### src/rtl/queue_calc_sequencer_if.sv
// Token, queue and result signals of the calculator operand-queue sequencer.
// master: the sequencer. slave: the token source / queue / result consumer.
interface queue_calc_sequencer_if #(
    parameter int DATA_W = 8
);
    logic                  tok_valid;
    logic                  tok_ready;
    logic                  tok_is_op;
    logic [DATA_W-1:0]     tok_data;
    logic [1:0]            q_opcode;
    logic [DATA_W-1:0]     q_back;
    logic [2*DATA_W-1:0]   q_top_conc;
    logic                  q_is_empty;
    logic                  q_is_err;
    logic                  res_valid;
    logic [DATA_W-1:0]     res_data;
    logic                  busy;
    logic                  err;
    logic [1:0]            err_code;

    modport master (
        input  tok_valid, tok_is_op, tok_data, q_top_conc, q_is_empty, q_is_err,
        output tok_ready, q_opcode, q_back, res_valid, res_data, busy, err, err_code
    );

    modport slave (
        output tok_valid, tok_is_op, tok_data, q_top_conc, q_is_empty, q_is_err,
        input  tok_ready, q_opcode, q_back, res_valid, res_data, busy, err, err_code
    );
endinterface

### src/rtl/queue_calc_sequencer.sv
// Initiator side of the calculator operand queue: accepts operand/operator
// tokens, issues push/combine/pop opcodes to the queue and reports the result.
// Optional feature macro: QSEQ_DIV_EN enables operator 6 (unsigned a/b).
//
// state   | meaning
// IDLE    | waiting for a token
// EXEC    | operator accepted, ALU result being registered
// ISSUE   | one cycle driving the queued opcode (push/combine/pop)
// LOCK    | error seen, frozen until reset
module queue_calc_sequencer #(
    parameter int DATA_W      = 8,
    parameter int QUEUE_DEPTH = 5
) (
    input logic clk,
    input logic rst,
    queue_calc_sequencer_if.master bus
);
    localparam int DEPTH_W = $clog2(QUEUE_DEPTH + 1);

    localparam logic [1:0] S_IDLE  = 2'd0;
    localparam logic [1:0] S_EXEC  = 2'd1;
    localparam logic [1:0] S_ISSUE = 2'd2;
    localparam logic [1:0] S_LOCK  = 2'd3;

    localparam logic [1:0] OP_PUSH    = 2'b00;
    localparam logic [1:0] OP_NOP     = 2'b01;
    localparam logic [1:0] OP_COMBINE = 2'b10;
    localparam logic [1:0] OP_POP     = 2'b11;

    localparam logic [1:0] E_OVERFLOW  = 2'b01;
    localparam logic [1:0] E_UNDERFLOW = 2'b10;
    localparam logic [1:0] E_FAULT     = 2'b11;

    logic [1:0]         state;
    logic [1:0]         issue_op;
    logic [2:0]         op_r;
    logic [DATA_W-1:0]  q_back_r;
    logic [DEPTH_W-1:0] depth;
    logic               after_issue;
    logic               res_valid_r;
    logic [DATA_W-1:0]  res_data_r;
    logic               err_r;
    logic [1:0]         err_code_r;

    logic [DATA_W-1:0]  a;
    logic [DATA_W-1:0]  b;
    logic [2:0]         tok_code;
    logic               tok_ready;
    logic               fault;
    logic               accept;
    logic               op_legal;
    logic [DATA_W-1:0]  alu_result;

    assign a        = bus.q_top_conc[DATA_W-1:0];
    assign b        = bus.q_top_conc[2*DATA_W-1:DATA_W];
    assign tok_code = bus.tok_data[2:0];

    // Queue faults are ignored once locked and in the cycle after an issue,
    // where the queue flag may still reflect the op just applied.
    assign tok_ready = (state == S_IDLE) && !err_r;
    assign fault     = bus.q_is_err && !after_issue && !err_r;
    assign accept    = bus.tok_valid && tok_ready && !fault;

`ifdef QSEQ_DIV_EN
    assign op_legal = 1'b1;
`else
    assign op_legal = (tok_code != 3'd6);
`endif

    // ALU on the two front entries, evaluated while in EXEC
    always_comb begin
        alu_result = '0;
        case (op_r)
            3'd0:    alu_result = a + b;
            3'd1:    alu_result = a - b;
            3'd2:    alu_result = a * b;
            3'd3:    alu_result = a & b;
            3'd4:    alu_result = a | b;
            3'd5:    alu_result = a ^ b;
`ifdef QSEQ_DIV_EN
            3'd6:    alu_result = (b == '0) ? '1 : a / b;
`endif
            default: alu_result = '0;
        endcase
    end

    // Sequencer FSM, depth mirror, result and error registers
    always_ff @(posedge clk) begin
        if (!rst) begin
            state       <= S_IDLE;
            issue_op    <= OP_NOP;
            op_r        <= '0;
            q_back_r    <= '0;
            depth       <= '0;
            after_issue <= 1'b0;
            res_valid_r <= 1'b0;
            res_data_r  <= '0;
            err_r       <= 1'b0;
            err_code_r  <= 2'b00;
        end else begin
            res_valid_r <= 1'b0;
            after_issue <= (state == S_ISSUE);
            if (fault) begin
                state      <= S_LOCK;
                err_r      <= 1'b1;
                err_code_r <= E_FAULT;
            end else begin
                case (state)
                    S_IDLE: begin
                        if (accept) begin
                            if (!bus.tok_is_op) begin
                                if (depth == DEPTH_W'(QUEUE_DEPTH)) begin
                                    state      <= S_LOCK;
                                    err_r      <= 1'b1;
                                    err_code_r <= E_OVERFLOW;
                                end else begin
                                    q_back_r <= bus.tok_data;
                                    issue_op <= OP_PUSH;
                                    state    <= S_ISSUE;
                                end
                            end else if (!op_legal) begin
                                state      <= S_LOCK;
                                err_r      <= 1'b1;
                                err_code_r <= E_FAULT;
                            end else if (tok_code == 3'd7) begin
                                if (depth != DEPTH_W'(1)) begin
                                    state      <= S_LOCK;
                                    err_r      <= 1'b1;
                                    err_code_r <= E_UNDERFLOW;
                                end else begin
                                    issue_op    <= OP_POP;
                                    res_valid_r <= 1'b1;
                                    res_data_r  <= a;
                                    state       <= S_ISSUE;
                                end
                            end else if (depth < DEPTH_W'(2)) begin
                                state      <= S_LOCK;
                                err_r      <= 1'b1;
                                err_code_r <= E_UNDERFLOW;
                            end else begin
                                op_r  <= tok_code;
                                state <= S_EXEC;
                            end
                        end
                    end
                    S_EXEC: begin
                        q_back_r <= alu_result;
                        issue_op <= OP_COMBINE;
                        state    <= S_ISSUE;
                    end
                    S_ISSUE: begin
                        state <= S_IDLE;
                        case (issue_op)
                            OP_PUSH:    depth <= depth + DEPTH_W'(1);
                            OP_COMBINE: depth <= depth - DEPTH_W'(1);
                            OP_POP:     depth <= '0;
                            default:    depth <= depth;
                        endcase
                    end
                    default: state <= S_LOCK;
                endcase
            end
        end
    end

    assign bus.tok_ready = tok_ready;
    assign bus.q_opcode  = (state == S_ISSUE) ? issue_op : OP_NOP;
    assign bus.q_back    = q_back_r;
    assign bus.res_valid = res_valid_r;
    assign bus.res_data  = res_data_r;
    assign bus.busy      = (state != S_IDLE);
    assign bus.err       = err_r;
    assign bus.err_code  = err_code_r;
endmodule

### src/flat_wrapper.sv
// flat-port wrapper written by rule: the top's interface ports become plain ports
module queue_calc_sequencer_flat 
#(
    parameter int DATA_W      = 8,
    parameter int QUEUE_DEPTH = 5
)
  (clk, rst, bus_tok_valid, bus_tok_is_op, bus_tok_data, bus_q_top_conc, bus_q_is_empty, bus_q_is_err, bus_tok_ready, bus_q_opcode, bus_q_back, bus_res_valid, bus_res_data, bus_busy, bus_err, bus_err_code);
  queue_calc_sequencer_if #(.DATA_W(DATA_W)) bus_i ();
  input logic clk;
  input logic rst;
  input wire logic [$bits(bus_i.tok_valid)-1:0] bus_tok_valid;
  input wire logic [$bits(bus_i.tok_is_op)-1:0] bus_tok_is_op;
  input wire logic [$bits(bus_i.tok_data)-1:0] bus_tok_data;
  input wire logic [$bits(bus_i.q_top_conc)-1:0] bus_q_top_conc;
  input wire logic [$bits(bus_i.q_is_empty)-1:0] bus_q_is_empty;
  input wire logic [$bits(bus_i.q_is_err)-1:0] bus_q_is_err;
  output wire logic [$bits(bus_i.tok_ready)-1:0] bus_tok_ready;
  output wire logic [$bits(bus_i.q_opcode)-1:0] bus_q_opcode;
  output wire logic [$bits(bus_i.q_back)-1:0] bus_q_back;
  output wire logic [$bits(bus_i.res_valid)-1:0] bus_res_valid;
  output wire logic [$bits(bus_i.res_data)-1:0] bus_res_data;
  output wire logic [$bits(bus_i.busy)-1:0] bus_busy;
  output wire logic [$bits(bus_i.err)-1:0] bus_err;
  output wire logic [$bits(bus_i.err_code)-1:0] bus_err_code;
  assign bus_i.tok_valid = bus_tok_valid;
  assign bus_i.tok_is_op = bus_tok_is_op;
  assign bus_i.tok_data = bus_tok_data;
  assign bus_i.q_top_conc = bus_q_top_conc;
  assign bus_i.q_is_empty = bus_q_is_empty;
  assign bus_i.q_is_err = bus_q_is_err;
  assign bus_tok_ready = bus_i.tok_ready;
  assign bus_q_opcode = bus_i.q_opcode;
  assign bus_q_back = bus_i.q_back;
  assign bus_res_valid = bus_i.res_valid;
  assign bus_res_data = bus_i.res_data;
  assign bus_busy = bus_i.busy;
  assign bus_err = bus_i.err;
  assign bus_err_code = bus_i.err_code;
  queue_calc_sequencer #(.DATA_W(DATA_W), .QUEUE_DEPTH(QUEUE_DEPTH)) u_core (.clk(clk), .rst(rst), .bus(bus_i));
endmodule
### config.mk
export PLATFORM = sky130hd
export DESIGN_NAME = queue_calc_sequencer_flat
export DESIGN_NICKNAME = d
export VERILOG_FILES = /design/src/rtl/queue_calc_sequencer_if.sv /design/src/rtl/queue_calc_sequencer.sv /design/src/flat_wrapper.sv
export SDC_FILE = /design/constraint.sdc
export NUM_CORES = 1
export LEC_CHECK = 0
export CAP_MARGIN = 20
export CORE_UTILIZATION = 35
export DETAILED_ROUTE_END_ITERATION = 12
export SKIP_LAST_GASP = 1
export SYNTH_ARGS = -nofsm -noshare
export SYNTH_HDL_FRONTEND = slang
export SYNTH_SLANG_ARGS = --single-unit
### constraint.sdc
create_clock -name clk -period 4.9 [get_ports clk]
set_input_delay 0.98 -clock clk [delete_from_list [all_inputs] [get_ports clk]]
set_output_delay 0.98 -clock clk [all_outputs]
set_load 0.05 [all_outputs]
### Yosys cells after proc, flatten, opt, wreduce, memory -nomap -nowiden

Cells that the tools add are included.

| cells by class | value |
|---|---|
| $lt $le $gt $ge | 1 |
| add/sub/neg operators | 4 |
| reductions and logical operators | 24 |
| eq/ne operators | 23 |
| $mul | 1 |
| bitwise operators | 12 |
| muxes and demuxes | 42 |

Operators with widths:

| kind | number |
|---|---|
| case mux 8 bit (6 select lines) | 1 |
| 2-to-1 mux 2 bit | 22 |
| 2-to-1 mux 8 bit | 3 |
| AND reduction 7 bit | 3 |
| case mux 8 bit (2 select lines) | 1 |
| == test 3 bit, second input constant | 4 |
| 2-to-1 mux 1 bit | 12 |
| inequality test 3 bit, second input constant | 4 |
| inequality test 5 x 4 -> 1 bit, second input constant | 2 |
| AND reduction 5 bit | 2 |
| NOT 1 bit | 9 |
| case mux 3 bit (3 select lines) | 1 |
| adder 8 bit | 1 |
| bitwise AND 8 bit | 1 |
| multiplier 8 x 8 -> 8 bit | 1 |
| bitwise OR 8 bit | 1 |
| nonzero test 2 bit | 4 |
| subtractor 8 bit | 1 |
| bitwise XOR 8 bit | 1 |
| OR reduction 7 bit | 1 |
| == test 2 bit, second input constant | 3 |
| == test 3 x 2 -> 1 bit, second input constant | 2 |
| inequality test 3 x 1 -> 1 bit, second input constant | 2 |
| case mux 2 bit (3 select lines) | 1 |
| 15 further kinds | 24 |

| word-level totals | value |
|---|---|
| bits in registers | 31 |
| logic and storage cells | 117 |

### Logic depth before layout (Yosys ltp)

Gate-level depths: netlist of run 1.

| depth | value |
|---|---|
| word-level depth | 8 |
| depth in mapped cells | 16 |
| mapped depth without buffers | 16 |

### Worst setup path after synthesis of run 1

OpenSTA, ideal clock, no wires.

| timing path | value |
|---|---|
| path kind | input -> register |
| start point | in bus_q_top_conc[12] |
| end point | reg u_core.q_back_r[7] (netlist: u_core.bus.q_back[7]) |
| path buffers | 1 |
| data required time | 4778 ps |
| cell stages on the path | 15 |
| slack | 153 ps |
| arrival | 4626 ps |
| library setup time | 122 ps |
| path through | buf_4 -> nand2_1 -> fa_1 -> fa_1 -> inv_1 -> fa_1 -> inv_1 -> fa_1 -> inv_1 -> ha_1 -> a21oi_1 -> xnor3_1 -> xnor3_1 -> nor3b_1 -> o311a_1 |

| between the ends | value |
|---|---|
| longest elaborated chain between the ends | 3 |
| elaborated cells between the ends (all ways) | 5 |

RTL lines:

| element | line | source |
|---|---|---|
| from (decl) | flat_wrapper.sv:14 | `input wire logic [$bits(bus_i.q_top_conc)-1:0] bus_q_top_conc;` |
| multiplier 8 x 8 -> 8 bit, or another cell as far along | queue_calc_sequencer.sv:76 | `3'd2: alu_result = a * b;` |
| case mux 8 bit (6 select lines) * | queue_calc_sequencer.sv:73 | `case (op_r)` |
| case mux 8 bit (2 select lines) * | queue_calc_sequencer.sv:108 | `case (state)` |
| to (signal assigned) | queue_calc_sequencer.sv:117 | `q_back_r <= bus.tok_data;` |
| to (signal assigned) | queue_calc_sequencer.sv:147 | `q_back_r <= alu_result;` |
| to (decl) | queue_calc_sequencer.sv:37 | `logic [DATA_W-1:0] q_back_r;` |

Mark *: on every way between the ends. The rest lies on a longest branch, timed or not.
A chain may end at the register's enable or synchronous reset.

### Final worst setup path of run 1

| timing path | value |
|---|---|
| start point | in bus_q_top_conc[4] |
| end point | reg u_core.q_back_r[7] (netlist: u_core.bus.q_back[7]) |

The elaborated chain is that of the path after synthesis.

==> impl_metrics.toml, run 1 <==
[grt]
grt-ovfl-total = 0
grt.total_usage_pct = 19.2
via_count_of_the_first_global_routing_pass = 3224
grt_pass1_wl_um = 15200
grt_antenna_before_repair = 0
grt_max_degree = 34

[yosys]
synth.yosys.warnings = 0
async_reset_ff_share_pct = 0
synth-edff-count = 0
yosys_register_bits = 31
ys_dominant_reg_cell = "sky130_fd_sc_hd__dfxtp_1"
mean_instance_size_in_the_synthesized_netlist_um2 = 8.14
synth.net_count = 512
synth_cell_types = 59
syn_inst = 422
syn_area_mm2 = 0.00344
seq_total_area_yosys_pct = 18.1

[sta]
hold_slack_ps = 458
timing.fmax_mhz = 214
fin_worst_skew_ps = 6.01
final_report_hold_violation_count = 0
worst_slew_margin_rel_pct = 33.8
setup_repair_after_global_routing_missed_its_margin = "no"
timing.final.setup_violations = 0
drv_slew = 0
tightestPinTransition_ps = 990
post-route-period-util_pct = 95.5
period_needed_ps = 4680

[pwr]
internal_portion_of_total_power_uw = 699
sequentialPowerShare_pct = 25.6
power_per_cell_area_mw_per_mm2 = 263
static_leakage_nw = 2.02
clockPowerShare_pct = 17.0
post-layout-total-power_mw = 1.19
power.share.combinational_pct = 57.4
swShare_pct = 41.0
ir_worst_vdd_mv = 0.116
power.switching_uw = 486

[floorplanning]
floorplan.initialDensity_pct = 36.7
floorplan.io_pins = 54
fp.dieArea_mm2 = 0.0102
placeableCoreArea_mm2 = 0.00937
rows = 35
dieHeight_um = 101
die_width_um = 101

[worst_setup_path]
critPathCaptureType = "register"
worst_setup_path_startpoint = "bus_q_top_conc[4]"
critical_path_required_ps = 5070
worstReg2RegStart = "u_core.op_r[0]"
start_kind = "input port"
critPathArrivalTime_ps = 4850
crit_path_max_fanout = 2
worst-setup-path-type = "in2reg"

[placed_design]
gp_routability_congestion = 0.865
numPortBuffers = 52
dp.final_hpwl_um = 7580

[cts]
clock_latency_reported_for_the_late_side_of_the_worst_skew_pair_ps = 280
clock_tree.htree_level_count = 2
clockBufferDepth = 2
holdBufCountCts = 0
clk_root_buffer_cell = "sky130_fd_sc_hd__clkbuf_8"
cts_num_sinks = 31
clkTransAtPathRegs_ps = 60
cts-buffers-inserted = 5
tritoncts = "yes"

[hold_path]
worst_hold_path_type = "reg2reg"
worst_hold_startpoint = "u_core.bus.q_back[0]"

[routing]
drc_errors = 0
finalWirelength_um = 9250
drt.antenna.violating_nets = 0
detail_route.iter0.violations = 152
vias_per_cell = 5.06
wire_length_per_cell_after_detailed_routing_um = 14.4
drt-pass1-iter-count = 4
number_of_vias_after_detailed_routing = 3243

[run_status]
outcome = "finished clean"

[final_layout]
mostFrequentLayoutCells = "53 x sky130_fd_sc_hd__inv_1, 46 x sky130_fd_sc_hd__buf_4, 45 x sky130_fd_sc_hd__ha_1, 45 x sky130_fd_sc_hd__clkdlybuf4s50_1"
share_of_cells_above_drive_strength_1_pct = 13.5
diodes = 0
syn2layout_area_growth_pct = 31.1
num-nets-final = 602
layout_commonest_cell = "sky130_fd_sc_hd__inv_1"
final_core_util_pct = 48.1

[job]
cap_viol_max_count = 0
[flip-flops by register name, indices dropped and copies added, names as in the netlist]
signal / flops
u_core.bus.res_data: 8
u_core.after_issue: 1
u_core.state: 2
u_core.bus.q_back: 8
u_core.bus.res_valid: 1
u_core.bus.err: 1
u_core.depth: 3
u_core.issue_op: 2
u_core.bus.err_code: 2
u_core.op_r: 3
[repair_timing]
item                                    CTS  global route
buffers inserted                          0             2
endpoints found under the setup margin    2             2
pin swaps                                 1             2
cloned                                    0             0
hold endpoints to repair                  0             0
resized for setup                         8             8
[power by group through the flow]
stage	clock network (mW)	logic [mW]	registers, mW
finish	0.201	0.681	0.303
global route	0.220	0.750	0.307
CTS	0.208	0.675	0.303
detailed placement	0	0.671	0.309
global placement	0	0.659	0.307
floorplan	0	0.380	0.354
[critical path: stages]
cell,delay [ps]
sky130_fd_sc_hd__clkdlybuf4s50_1,490
sky130_fd_sc_hd__nand2_1,80
sky130_fd_sc_hd__fa_1,490
sky130_fd_sc_hd__inv_1,40
sky130_fd_sc_hd__ha_1,290
sky130_fd_sc_hd__fa_1,530
sky130_fd_sc_hd__inv_1,50
sky130_fd_sc_hd__fa_1,540
sky130_fd_sc_hd__inv_1,70
sky130_fd_sc_hd__ha_4,240
sky130_fd_sc_hd__a21oi_2,140
sky130_fd_sc_hd__xnor3_1,240
sky130_fd_sc_hd__xnor3_1,240
sky130_fd_sc_hd__nor3b_1,60
sky130_fd_sc_hd__o311a_1,370
[kinds of logic after synthesis]
| group | Yosys count | share of synthesized area, % |
|---|---|---|
| AO/OA/AOI/OAI | 89 | 17.4 |
| XOR/XNOR | 23 | 6.66 |
| adder cells (fa/ha/maj) | 60 | 24.7 |
| buffers and inverters | 72 | 8.56 |
| flip-flops | 31 | 18.1 |
| multiplexers | 18 | 5.39 |
| AND/OR/NAND/NOR | 129 | 19.2 |
[routing by layer]
layer	track usage (%)	vias to the layer above	wire length, µm
li1	-	1620	-
met1	24.4	1529	4240
met2	32.5	79	4400
met3	2.70	15	397
met4	7.47	0	212
met5	0	-	0
[Yosys cell counts, types with 7 or more instances]
cell type,instances,share of area (%)
sky130_fd_sc_hd__a21oi_1,16,2.3
sky130_fd_sc_hd__a31oi_1,8,1.5
sky130_fd_sc_hd__clkbuf_1,8,0.87
sky130_fd_sc_hd__dfxtp_1,31,18
sky130_fd_sc_hd__fa_1,13,7.6
sky130_fd_sc_hd__ha_1,47,17
sky130_fd_sc_hd__inv_1,55,6.0
sky130_fd_sc_hd__mux2i_1,14,4.1
sky130_fd_sc_hd__nand2_1,32,3.5
sky130_fd_sc_hd__nand3_1,8,1.2
sky130_fd_sc_hd__nor2_1,30,3.3
sky130_fd_sc_hd__nor2b_1,19,3.5
sky130_fd_sc_hd__nor3_1,8,1.2
sky130_fd_sc_hd__nor3b_1,7,1.5
sky130_fd_sc_hd__o21a_1,7,1.5
sky130_fd_sc_hd__o21ai_0,11,1.6
sky130_fd_sc_hd__o21ai_1,7,1.0
sky130_fd_sc_hd__xnor2_1,18,4.6
[cell type report]
type                    count  area [µm²]
fillers                   949        4870
well taps                 129         161
multi-input cells         319        2550
flip-flops and latches     31         621
repair buffers             99         876
inverters                  56         210
clock buffers               6        82.6
clock inverters             1        5.00
[stage by stage]
step | setup WS (ps) | instance area (µm²) | setup TNS [ps] | std cells
after global placement | -551 | 4370 | -947 | 632
final | 218 | 4500 | 0 | 641
after CTS | 22.1 | 4460 | 0 | 639
after floorplan | 153 | 3440 | 0 | 422
after detailed placement | -569 | 4370 | -973 | 632
after global routing | 35.6 | 4500 | 0 | 641
[final timing paths]
path / end / slack [ps] / depth (start not counted)
setup / recovery: u_core.bus.q_back[7] / 220 / 15
hold / removal: u_core.bus.q_back[0] / 460 / 2
setup reg to reg: u_core.bus.q_back[6] / 1600 / 10
hold reg to reg: u_core.bus.q_back[0] / 460 / 2
Note: power is estimated with default switching activity, not from simulation.
==> run 2: changes to the inputs <==
==> constraint.sdc (replaced) <==
create_clock -name clk -period 4.9 [get_ports clk]
set_input_delay 0.49 -clock clk [delete_from_list [all_inputs] [get_ports clk]]
set_output_delay 0.49 -clock clk [all_outputs]
set_load 0.05 [all_outputs]
==> impl_metrics.toml, run 2 (synthesis results as in run 1) <==
[routing]
vias_per_cell = 5.01
detail_route.iter0.violations = 109
number_of_vias_after_detailed_routing = 3139
drt.antenna.violating_nets = 0
drt-pass1-iter-count = 4
wire_length_per_cell_after_detailed_routing_um = 14.9
drc_errors = 0
finalWirelength_um = 9300

[sta]
worst_slack_ps = 230
setup_repair_after_global_routing_missed_its_margin = "no"
final_report_hold_violation_count = 0
period_needed_ps = 4670
drv_slew = 0
setup_total_negative_slack_ps = 0
worst_slew_margin_rel_pct = 49.9
timing.final.setup_violations = 0
post-route-period-util_pct = 95.3
tightestPinTransition_ps = 751
timing.fmax_mhz = 214
fin_worst_skew_ps = 4.06

[cts]
holdBufCountCts = 0
clock_tree.htree_level_count = 2
clkTransAtPathRegs_ps = 60
clk_root_buffer_cell = "sky130_fd_sc_hd__clkbuf_8"
cts_num_sinks = 31
clock_latency_reported_for_the_late_side_of_the_worst_skew_pair_ps = 280
cts_setup_buffers = 0
cts-buffers-inserted = 5
clockBufferDepth = 2
postCtsResizedCells = 0
tritoncts = "yes"

[worst_setup_path]
reg_to_reg_setup_timing_slack_ps = 1620
start_kind = "input port"
critPathArrivalTime_ps = 4840
worst-setup-path-type = "in2reg"
critPathCaptureType = "register"
critical_path_required_ps = 5070
crit_path_max_fanout = 5

[pwr]
ir_worst_vdd_mv = 0.108
power.switching_uw = 472
static_leakage_nw = 1.93
internal_portion_of_total_power_uw = 663
sequentialPowerShare_pct = 26.7
power_per_cell_area_mw_per_mm2 = 260
power.share.combinational_pct = 56.4
clockPowerShare_pct = 16.9
swShare_pct = 41.6

[final_layout]
share_of_cells_above_drive_strength_1_pct = 8.85
diodes = 0
final-instance-count-excl-fill = 626
syn2layout_area_growth_pct = 27.1
mostFrequentLayoutCells = "55 x sky130_fd_sc_hd__inv_1, 52 x sky130_fd_sc_hd__clkdlybuf4s50_1, 47 x sky130_fd_sc_hd__ha_1"
n_fill_cell = 975
final_core_util_pct = 46.6
num-nets-final = 586
layout_commonest_cell = "sky130_fd_sc_hd__inv_1"

[grt]
grt_pass1_wl_um = 15000
grt.total_usage_pct = 19.2
grt-ovfl-total = 0
via_count_of_the_first_global_routing_pass = 3063
grt_max_degree = 34
grt_antenna_before_repair = 0

[hold_path]
worst_hold_path_type = "reg2reg"

[floorplanning]
rows = 35
fp.dieArea_mm2 = 0.0102
floorplan.io_pins = 54
dieHeight_um = 101
placeableCoreArea_mm2 = 0.00937
floorplan.initialDensity_pct = 36.7
die_width_um = 101

[placed_design]
gp_routability_congestion = 0.869
dp.final_hpwl_um = 7620
place_ws_ps = -99.2
placedCellCount = 617
numPortBuffers = 52

[job]
cap_viol_max_count = 0

[run_status]
outcome = "finished clean"
run 2: routing by layer:
metal	global-route usage, %	share of wire [%]	vias up
li1	-	-	1595
met1	24.7	47	1470
met2	33.5	48	65
met3	2.91	3.3	9
met4	4.35	0.98	0
met5	0	0	-
run 2: critical path, stage by stage:
cell	delay [ps]
sky130_fd_sc_hd__clkdlybuf4s50_1	590
sky130_fd_sc_hd__nand2_1	120
sky130_fd_sc_hd__fa_1	430
sky130_fd_sc_hd__fa_1	540
sky130_fd_sc_hd__inv_1	50
sky130_fd_sc_hd__fa_1	470
sky130_fd_sc_hd__inv_1	50
sky130_fd_sc_hd__fa_1	530
sky130_fd_sc_hd__inv_1	50
sky130_fd_sc_hd__ha_1	300
sky130_fd_sc_hd__a21oi_1	190
sky130_fd_sc_hd__xnor3_1	240
sky130_fd_sc_hd__xnor3_1	390
sky130_fd_sc_hd__nor3b_1	60
sky130_fd_sc_hd__o311a_1	350
run 2: final cells by class:
class | count | area [µm²] | area share, %
multi-input cells | 319 | 2520 | 57.7
repair buffers | 83 | 773 | 17.7
flip-flops and latches | 31 | 621 | 14.2
inverters | 56 | 210 | 4.81
well taps | 129 | 161 | 3.70
clock buffers | 7 | 76.3 | 1.75
clock inverters | 1 | 5.00 | 0.115
run 2: metrics by stage:
step / area, µm² / hold slack [ps] / total power [mW]
4_1_cts: 4340 / 454 / 1.15
6_report: 4370 / 453 / 1.14
2_1_floorplan: 3440 / 482 / 0.734
3_3_place_gp: 4260 / 446 / 0.938
5_1_grt: 4370 / 481 / 1.23
3_5_place_dp: 4260 / 445 / 0.950
run 2: path summary, 6_finish.rpt:
kind | from | to | depth (start not counted)
max reg2reg | u_core.op_r[0] | u_core.bus.q_back[6] | 9
max | bus_q_top_conc[2] | u_core.bus.q_back[7] | 15
min reg2reg | u_core.bus.q_back[0] | u_core.bus.q_back[0] | 2
min | u_core.bus.q_back[0] | u_core.bus.q_back[0] | 2
run 2: power groups by stage:
stage                     Combinational [mW]  Clock [mW]  Sequential [mW]
after floorplan                        0.380           0            0.354
after global placement                 0.631           0            0.307
after detailed placement               0.642           0            0.309
after CTS                              0.645       0.197            0.303
after global routing                   0.709       0.209            0.308
final                                  0.640       0.192            0.304
==> run 3: changes to the inputs <==
--- a/config.mk
+++ b/config.mk
@@ -5,6 +5,7 @@
 export SDC_FILE = /design/constraint.sdc
 export NUM_CORES = 1
 export LEC_CHECK = 0
+export ABC_CLOCK_PERIOD_IN_PS = 6000
 export CAP_MARGIN = 20
 export CORE_UTILIZATION = 35
 export DETAILED_ROUTE_END_ITERATION = 12
==> constraint.sdc (replaced) <==
create_clock -name clk -period 6 [get_ports clk]
set_input_delay 0.6 -clock clk [delete_from_list [all_inputs] [get_ports clk]]
set_output_delay 0.6 -clock clk [all_outputs]
set_load 0.05 [all_outputs]
==> impl_metrics.toml, run 3 (synthesis results as in run 1) <==
[run_status]
outcome = "finished clean"

[placed_design]
numPortBuffers = 52
gp_routability_congestion = 0.879
placed_cell_area_mm2 = 0.00403
dp.final_hpwl_um = 7030

[worst_setup_path]
ff2ff_path_depth = 10
cp_peak_stage_delay_ps = 670
path_common_cell = "sky130_fd_sc_hd__inv_1"
critPathArrivalTime_ps = 5160
crit-reg2reg-capture = "u_core.bus.q_back[6]"
crit_path_max_fanout = 7
critical-path-slowest-cell = "sky130_fd_sc_hd__clkdlybuf4s50_1"
worst-setup-path-type = "in2reg"
reg_to_reg_setup_timing_slack_ps = 2740
critical_path_required_ps = 6180
worstReg2RegStart = "u_core.op_r[0]"
start_kind = "input port"
critical_path.cell_chain = "clkdlybuf4s50_1, ha_1, inv_1, fa_1, inv_1, ha_1, fa_1, inv_1, fa_1, inv_1, ha_1, a21oi_1, xnor3_1, xnor3_1, nor3b_1, o311a_1"
worst_setup_path_startpoint = "bus_q_top_conc[11]"
critPathCaptureType = "register"

[sta]
final_report_hold_violation_count = 0
drv_slew = 0
setup_total_negative_slack_ps = 0
post-route-period-util_pct = 83.1
period_needed_ps = 4980
worst_slew_margin_rel_pct = 48.1
hold_slack_ps = 450
timing.fmax_mhz = 201
fin_worst_skew_ps = 10.4
timing.final.setup_violations = 0
setup_repair_after_global_routing_missed_its_margin = "no"
tightestPinTransition_ps = 778

[cts]
cts_num_sinks = 31
cts_setup_buffers = 0
clock_tree.htree_level_count = 2
clkTransAtPathRegs_ps = 70
clk_root_buffer_cell = "sky130_fd_sc_hd__clkbuf_8"
postCtsResizedCells = 0
holdBufCountCts = 0
tritoncts = "yes"
clockBufferDepth = 2
cts-buffers-inserted = 5
clock_latency_reported_for_the_late_side_of_the_worst_skew_pair_ps = 290

[hold_path]
worst_hold_path_type = "reg2reg"
hold_depth = 2
hold_path_end = "u_core.bus.q_back[0]"
worst_hold_startpoint = "u_core.bus.q_back[0]"

[pwr]
ir_worst_vdd_mv = 0.119
post-layout-total-power_uw = 960
power_per_cell_area_mw_per_mm2 = 231
static_leakage_nw = 1.79

[final_layout]
final_core_util_pct = 44.4
mostFrequentLayoutCells = "55 x sky130_fd_sc_hd__inv_1, 52 x sky130_fd_sc_hd__clkdlybuf4s50_1, 47 x sky130_fd_sc_hd__ha_1"
num-nets-final = 556
layout_commonest_cell = "sky130_fd_sc_hd__inv_1"
finished_layout_cell_area_mm2 = 0.00416
share_of_cells_above_drive_strength_1_pct = 3.43
diodes = 0
syn2layout_area_growth_pct = 21.2

[routing]
wire_length_per_cell_after_detailed_routing_um = 14.9
finalWirelength_um = 8900
drt.antenna.violating_nets = 0
met3_length_um = 495
drt-pass1-iter-count = 4
dr.max_layer_used = "met4"
met1Wirelength_um = 4020
number_of_vias_after_detailed_routing = 3088
drc_errors = 0
vias_per_cell = 5.18
routed-wl-met2_um = 4260
detail_route.iter0.violations = 162

[job]
cap_viol_max_count = 0

[floorplanning]
floorplan.initialDensity_pct = 36.7
die_width_um = 101
placeableCoreArea_mm2 = 0.00937
fp.dieArea_mm2 = 0.0102
floorplan.io_pins = 54
rows = 35
dieHeight_um = 101

[grt]
grt.total_usage_pct = 18.7
via_count_of_the_first_global_routing_pass = 3018
grt_pass1_wl_um = 14900
grt-ovfl-total = 0
grt_antenna_before_repair = 0
grt_max_degree = 34
## run 3: final cells by class
| cell class | instances | area, µm² |
|---|---|---|
| sequential | 31 | 621 |
| clock buffer | 6 | 82.6 |
| inverter | 56 | 210 |
| fill | 970 | 5210 |
| tap | 129 | 161 |
| multi-input combinational | 319 | 2520 |
| clock inverter | 2 | 35.0 |
| timing repair buffer | 53 | 532 |
## run 3: how the worst max path moves through the flow
stage	to	slack [ps]
floorplan	u_core.bus.q_back[7]	1630
global placement	u_core.bus.q_back[7]	720
detailed placement	u_core.bus.q_back[7]	710
CTS	u_core.bus.q_back[7]	1010
global route	u_core.bus.q_back[7]	810
finish	u_core.bus.q_back[7]	1020
## run 3: per-stage QoR
step,instances,setup slack (ps)
4_1_cts,595,1010
3_3_place_gp,587,720
6_report,596,1020
3_5_place_dp,587,712
2_1_floorplan,422,1630
5_1_grt,596,809
## run 3: routing by layer
layer | track usage, % | vias up
met5 | 0 | -
met4 | 5.46 | 0
met3 | 2.70 | 13
met2 | 31.2 | 86
met1 | 25.0 | 1458
li1 | - | 1531
## run 3: worst max-delay path, delay by kind of cell
family	cells	cell delay, ps
and+or+nand+nor	1	70
AOI/OAI and AO/OA	2	510
adders and majority gates	6	2430
buffers and inverters	5	880
xor gates and xnor gates	2	660
## run 3: power by group
part           internal (mW)  total [mW]  switching (mW)
Combinational          0.206       0.493           0.287
Clock                  0.134       0.219          0.0846
Sequential             0.228       0.248          0.0197
Total                  0.568       0.960           0.392
==> edit 1 (config.mk and constraints of run 1) <==
`QUEUE_DEPTH` is set to 5 in 2 places; all go to 10.
--- a/src/rtl/queue_calc_sequencer.sv
+++ b/src/rtl/queue_calc_sequencer.sv
@@ -9,7 +9,7 @@
 // LOCK    | error seen, frozen until reset
 module queue_calc_sequencer #(
     parameter int DATA_W      = 8,
-    parameter int QUEUE_DEPTH = 5
+    parameter int QUEUE_DEPTH = 10
 ) (
     input logic clk,
     input logic rst,
--- a/src/flat_wrapper.sv
+++ b/src/flat_wrapper.sv
@@ -2,7 +2,7 @@
 module queue_calc_sequencer_flat 
 #(
     parameter int DATA_W      = 8,
-    parameter int QUEUE_DEPTH = 5
+    parameter int QUEUE_DEPTH = 10
 )
   (clk, rst, bus_tok_valid, bus_tok_is_op, bus_tok_data, bus_q_top_conc, bus_q_is_empty, bus_q_is_err, bus_tok_ready, bus_q_opcode, bus_q_back, bus_res_valid, bus_res_data, bus_busy, bus_err, bus_err_code);
   queue_calc_sequencer_if #(.DATA_W(DATA_W)) bus_i ();
Behaviour: same outputs for any inputs over 10 cycles, from zero or initial values and one cycle with rst low; that may be too few to reach the edited logic, so the function may still have changed.
==> edit 1 against run 1 <==
  * Critical path depth grew 3
  * Worst setup slack lost 26 ps
  * Highest routed layer unchanged
  * Clock skew grew 3.0 ps
  * Design area shrank 0.14%
  * Synthesized area grew 1.1%
  * Clock power grew 27%
  * Routed wire length shrank 1.8%
  * Power grew 3.7%
  * Sequential cell count grew 1
  * Count of clock-buffer cells in the layout is the same
==> edit 1: results (changes against run 1) <==
Parameter                              Value

Status
  Run status    completed (unchanged)

Timing
  Setup clock skew after layout    8.99 ps (was 6.01 ps)
  Pin slew with the least headroom to its limit    768 ps (was 990 ps)

Critical path
  Worst path arrival time    4860 ps (was 4850 ps)
  Critical Path Source    bus_q_top_conc[1] (was bus_q_top_conc[4])
  Critical path's top delay family    adder cells (unchanged)
  Launch instance of the worst register-to-register path    u_core.op_r[1] (was u_core.op_r[0])
  Max Fanout on Critical Path    6 (was 2)
  Largest stage delay on the critical path    520 ps (was 540 ps)
  CP max-delay cell    sky130_fd_sc_hd__clkdlybuf4s50_1 (was sky130_fd_sc_hd__fa_1)

Global routing
  GRT Overall Usage    18.4% (was 19.2%)
  Number of antenna violations at the first check in global routing    0 (unchanged)
  Grt met3 use    3.59% (was 2.70%)
  Maximum number of pins on one net before global-route repair    26 (was 34)
  Routing usage on met2    32.2% (was 32.5%)
  Vias in the first global route    3116 (was 3224)
  First-pass GRT wire length    14800 microns (was 15200 microns)
  Most crowded layer after global routing    met2 (unchanged)
  Met1 layer usage reported by global route    23.0% (was 24.4%)

Min path
  Hold path startpoint    u_core.bus.q_back[3] (was u_core.bus.q_back[0])

Synthesis
  Portion of the post-synthesis area used by sequential elements    18.4% (was 18.1%)
  Synthesized area divided by synthesized cell count    8.01 sq um (was 8.14 sq um)
  Top post-synthesis cells by count    57 x sky130_fd_sc_hd__inv_1, 49 x sky130_fd_sc_hd__nor2_1, 48 x sky130_fd_sc_hd__ha_1 (was 55 x sky130_fd_sc_hd__inv_1, 47 x sky130_fd_sc_hd__ha_1, 32 x sky130_fd_sc_hd__nand2_1)
  Yosys Warn Count    0 (unchanged)
  Synth area leaders    sky130_fd_sc_hd__dfxtp_1 18%, sky130_fd_sc_hd__ha_1 17%, sky130_fd_sc_hd__fa_1 7.5% (was sky130_fd_sc_hd__dfxtp_1 18%, sky130_fd_sc_hd__ha_1 17%, sky130_fd_sc_hd__fa_1 7.6%)
  Fraction of synthesis flops using an asynchronous set or reset pin    0% (unchanged)
  Number of nets produced by synthesis    525 (was 512)
  Yosys cell types    59 (unchanged)

Finish
  Fillers    940 (was 949)
  Antenna diodes    0 (unchanged)
  Post-layout net count    604 (was 602)
  Fraction of layout cells with a size suffix above 1    13.0% (was 13.5%)

Clocking
  Number of buffers inserted by post-CTS setup repair    0 (unchanged)
  CTS H-tree lvls    2 (unchanged)
  Clock transition time at the flip-flop clock pins of the worst setup and hold paths    70 ps
  CTS buffer count    5 (unchanged)

Detailed routing
  Initial detailed-routing violation count    100 (was 152)
  Routed WL per cell    14.1 microns (was 14.4 microns)
  Total Routed Length    9090 microns (was 9250 microns)
  Via count of the routed design    3195 (was 3243)
  Initial DRT Pass Iterations    6 (was 4)

Pwr
  Max rail drop VDD    160 uV (was 116 uV)
  LEAKAGE    1.94 nW (was 2.02 nW)

Placement
  Number of port buffers    52 (unchanged)
  Post-Place Cells    635 (was 632)
  Detailed-placement wirelength estimate    7400 microns (was 7580 microns)
  RD Place Congestion    0.918 (was 0.865)
-- edit 1: changes by cell type in the layout (fill, tap and decap cells not counted), moves of 7 or more --
cell	before	now
sky130_fd_sc_hd__nor2_1	30	49
sky130_fd_sc_hd__buf_4	46	35
sky130_fd_sc_hd__nor2b_1	19	8
sky130_fd_sc_hd__o21ai_0	11	21
sky130_fd_sc_hd__o21a_1	7	0
-- edit 1: what timing repair did --
action                     in CTS  in global routing
hold buffers                    0                  0
pin swaps                       0                  2
setup endpoints to repair       2                  2
resized for setup               2                  9
-- edit 1: worst paths after layout --
path                                to  slack (ps)  cells past startpoint
setup / recovery  u_core.bus.q_back[6]         190                     18
hold / removal    u_core.bus.q_back[3]         480                      2
setup reg to reg  u_core.bus.q_back[4]        1820                     10
hold reg to reg   u_core.bus.q_back[3]         480                      2
-- edit 1: power by group --
group	total, W	switching (W)	leakage (nW)	internal [W]
Combinational	0.000660	0.000377	1.62	0.000283
Clock	0.000255	0.000104	0.0552	0.000151
Sequential	0.000314	0.0000253	0.260	0.000289
Total	0.00123	0.000506	1.94	0.000723
-- edit 1: metrics by stage --
stage	setup slack [ps]	total power (W)	util, %	instance area, sq um
2_1_floorplan	605	0.000752	-	3470
3_3_place_gp	-313	0.000938	46.0	4340
4_1_cts	0.570	0.00122	47.3	4450
6_report	192	0.00123	47.8	4500
3_5_place_dp	-334	0.000951	46.0	4340
5_1_grt	-21.3	0.00133	47.8	4500
-- edit 1: logic make-up (layout without fill, tap and decap cells) --
| logic type | count (synthesis) | in the layout | synth area share, % |
|---|---|---|---|
| compound gates | 86 | 86 | 16.3 |
| buf+inv | 76 | 156 | 9.11 |
| simple gates | 130 | 130 | 18.0 |
| flops | 32 | 32 | 18.4 |
| xor+xnor | 29 | 29 | 7.53 |
| fa+ha+maj | 61 | 61 | 24.8 |
| mux | 20 | 20 | 5.87 |
-- edit 1: layer usage --
layer  part of all wire (%)  vias to the layer above  wire length, microns
met5                      0                        -                     0
li1                       -                     1614                     -
met2                     48                       75                  4350
met4                    1.1                        0                   102
met1                     46                     1498                  4210
met3                    4.8                        8                   432
-- edit 1: cell type report --
type,instances,area (sq um),area share [%]
Inverter,60,225,5.01
Multi-Input combinational cell,326,2560,57.0
Sequential cell,32,641,14.2
Timing Repair Buffer,88,797,17.7
Clock buffer,6,72.6,1.61
Tap cell,129,161,3.59
Clock inverter,2,35.0,0.779
==> edit 2 (config.mk and constraints of run 1) <==
Without the edit above. Reset style: asynchronous (`rst`), changed in one clocked block.
--- a/src/rtl/queue_calc_sequencer.sv
+++ b/src/rtl/queue_calc_sequencer.sv
@@ -85,7 +85,7 @@
     end
 
     // Sequencer FSM, depth mirror, result and error registers
-    always_ff @(posedge clk) begin
+    always_ff @(posedge clk or negedge rst) begin
         if (!rst) begin
             state       <= S_IDLE;
             issue_op    <= OP_NOP;
Behaviour: differs if rst is asserted again (counterexample within 4 cycles, from zero or initial values and one cycle with rst low); with rst held inactive, the same outputs for 10 cycles.
==> edit 2 against run 1 <==
  * Routed wire length fell by 6.6%
  * Synthesized cell count fell by 8.1%
  * Sequential cell count did not move
  * Utilization fell by 0.059 points
  * Worst setup slack got worse by 18 ps
  * Power rose by 59%
  * Design area fell by 1.1%
  * Synthesized area fell by 1.9%
  * Critical endpoint is now u_core.bus.q_back[7]
  * Largest power group unchanged
==> edit 2: results (changes against run 1) <==
Parameter                              Value

Placement
  Post-Place Cells    599 (was 632)
  Area after detailed placement    4300 sq um (was 4370 sq um)

Synthesis
  Post-synth top flop    sky130_fd_sc_hd__dfrtp_1 (was sky130_fd_sc_hd__dfxtp_1)
  Top post-synthesis cells by count    52 x sky130_fd_sc_hd__inv_1, 47 x sky130_fd_sc_hd__ha_1, 39 x sky130_fd_sc_hd__nor2_1 (was 55 x sky130_fd_sc_hd__inv_1, 47 x sky130_fd_sc_hd__ha_1, 32 x sky130_fd_sc_hd__nand2_1)
  Fraction of the mapped netlist area in compound gates    14.3% (was 17.4%)
  Share of the synthesized netlist area taken by xor and xnor gates    7.58% (was 6.66%)
  Gate count after technology mapping    388 (was 422)
  Number of nets produced by synthesis    478 (was 512)
  Yosys cell types    54 (was 59)
  Fraction of synthesis flops using an asynchronous set or reset pin    100% (was 0%)
  Portion of the post-synthesis area used by sequential elements    23.1% (was 18.1%)
  Synth area leaders    sky130_fd_sc_hd__dfrtp_1 22%, sky130_fd_sc_hd__ha_1 17%, sky130_fd_sc_hd__fa_1 7.7% (was sky130_fd_sc_hd__dfxtp_1 18%, sky130_fd_sc_hd__ha_1 17%, sky130_fd_sc_hd__fa_1 7.6%)

Finish
  Fillers    932 (was 949)
  Final non-filler cell total    607 (was 641)

Global routing
  Vias in the first global route    2966 (was 3224)
  Maximum number of pins on one net before global-route repair    32 (was 34)
  First-pass GRT wire length    14200 microns (was 15200 microns)

Status
  Run status    completed (unchanged)

Pwr
  Psw    0.000869 W (was 0.000486 W)
  Internal Power    0.00102 W (was 0.000699 W)
  Max rail drop VDD    292 uV (was 116 uV)

Critical path
  Launch instance of the worst register-to-register path    u_core.op_r[1] (was u_core.op_r[0])

Detailed routing
  Initial detailed-routing violation count    121 (was 152)
  Ratio of routed vias to standard cells    4.85 (was 5.06)
  Total Routed Length    8640 microns (was 9250 microns)
## edit 2: cell types whose count changed after synthesis, moves of 6 or more
cell                      before  now
sky130_fd_sc_hd__o21ai_0      11   19
sky130_fd_sc_hd__dfxtp_1      31    0
sky130_fd_sc_hd__mux2i_1      14    6
sky130_fd_sc_hd__dfrtp_1       0   30
sky130_fd_sc_hd__nor2b_1      19    5
sky130_fd_sc_hd__mux2_2        3   14
sky130_fd_sc_hd__nand3_1       8    2
sky130_fd_sc_hd__nor2_1       30   39
## edit 2: layout make-up
cell class | instances | area (sq um) | share of cell area (%)
flip-flops and latches | 31 | 777 | 17.4
repair buffers | 94 | 840 | 18.8
clock inverters | 2 | 35.0 | 0.786
multi-input cells | 293 | 2360 | 53.1
inverters | 52 | 195 | 4.38
well taps | 129 | 161 | 3.62
clock buffers | 6 | 82.6 | 1.85
## edit 2: worst paths after layout
check,slack (ps),to,cells past startpoint
min in group asynchronous,1080,u_core.bus.res_data[0],2
setup / recovery,200,u_core.bus.q_back[7],16
max in group asynchronous,3500,u_core.issue_op[0],2
hold / removal,490,u_core.bus.q_back[0],2
hold reg to reg,490,u_core.bus.q_back[0],2
setup reg to reg,1680,u_core.bus.q_back[6],11
## edit 2: logic make-up after synthesis
group	after synthesis
buffers and inverters	64
adders and majority gates	60
xor gates and xnor gates	26
and+or+nand+nor	111
AOI/OAI and AO/OA	76
muxes	20
DFF	31
## edit 2: critical path: stages
cell and delay, ps:
sky130_fd_sc_hd__clkdlybuf4s50_1 470, sky130_fd_sc_hd__nand2_1 70, sky130_fd_sc_hd__fa_1 490, sky130_fd_sc_hd__inv_1 50, sky130_fd_sc_hd__ha_1 310, sky130_fd_sc_hd__fa_1 540
sky130_fd_sc_hd__inv_1 50, sky130_fd_sc_hd__fa_1 530, sky130_fd_sc_hd__inv_1 60, sky130_fd_sc_hd__ha_4 240, sky130_fd_sc_hd__a21oi_2 180, sky130_fd_sc_hd__xnor3_1 260
sky130_fd_sc_hd__xnor3_1 230, sky130_fd_sc_hd__nor3b_2 190, sky130_fd_sc_hd__o21ai_1 90, sky130_fd_sc_hd__a31oi_1 170
## edit 2: timing repair
| action | 4_1_cts | 5_1_grt |
|---|---|---|
| pin swaps | 2 | 1 |
| setup endpoints to repair | 2 | 2 |
| setup buffers | 0 | 0 |
| gates resized for setup | 9 | 10 |
| hold buffers | 0 | 0 |
## edit 2: layer usage
layer / share of wire, % / track usage [%] / up-vias
met5: 0 / 0 / -
met4: 0.82 / 3.68 / 0
met3: 2.3 / 1.74 / 6
met2: 50 / 31.5 / 34
met1: 47 / 24.2 / 1414
li1: - / - / 1490
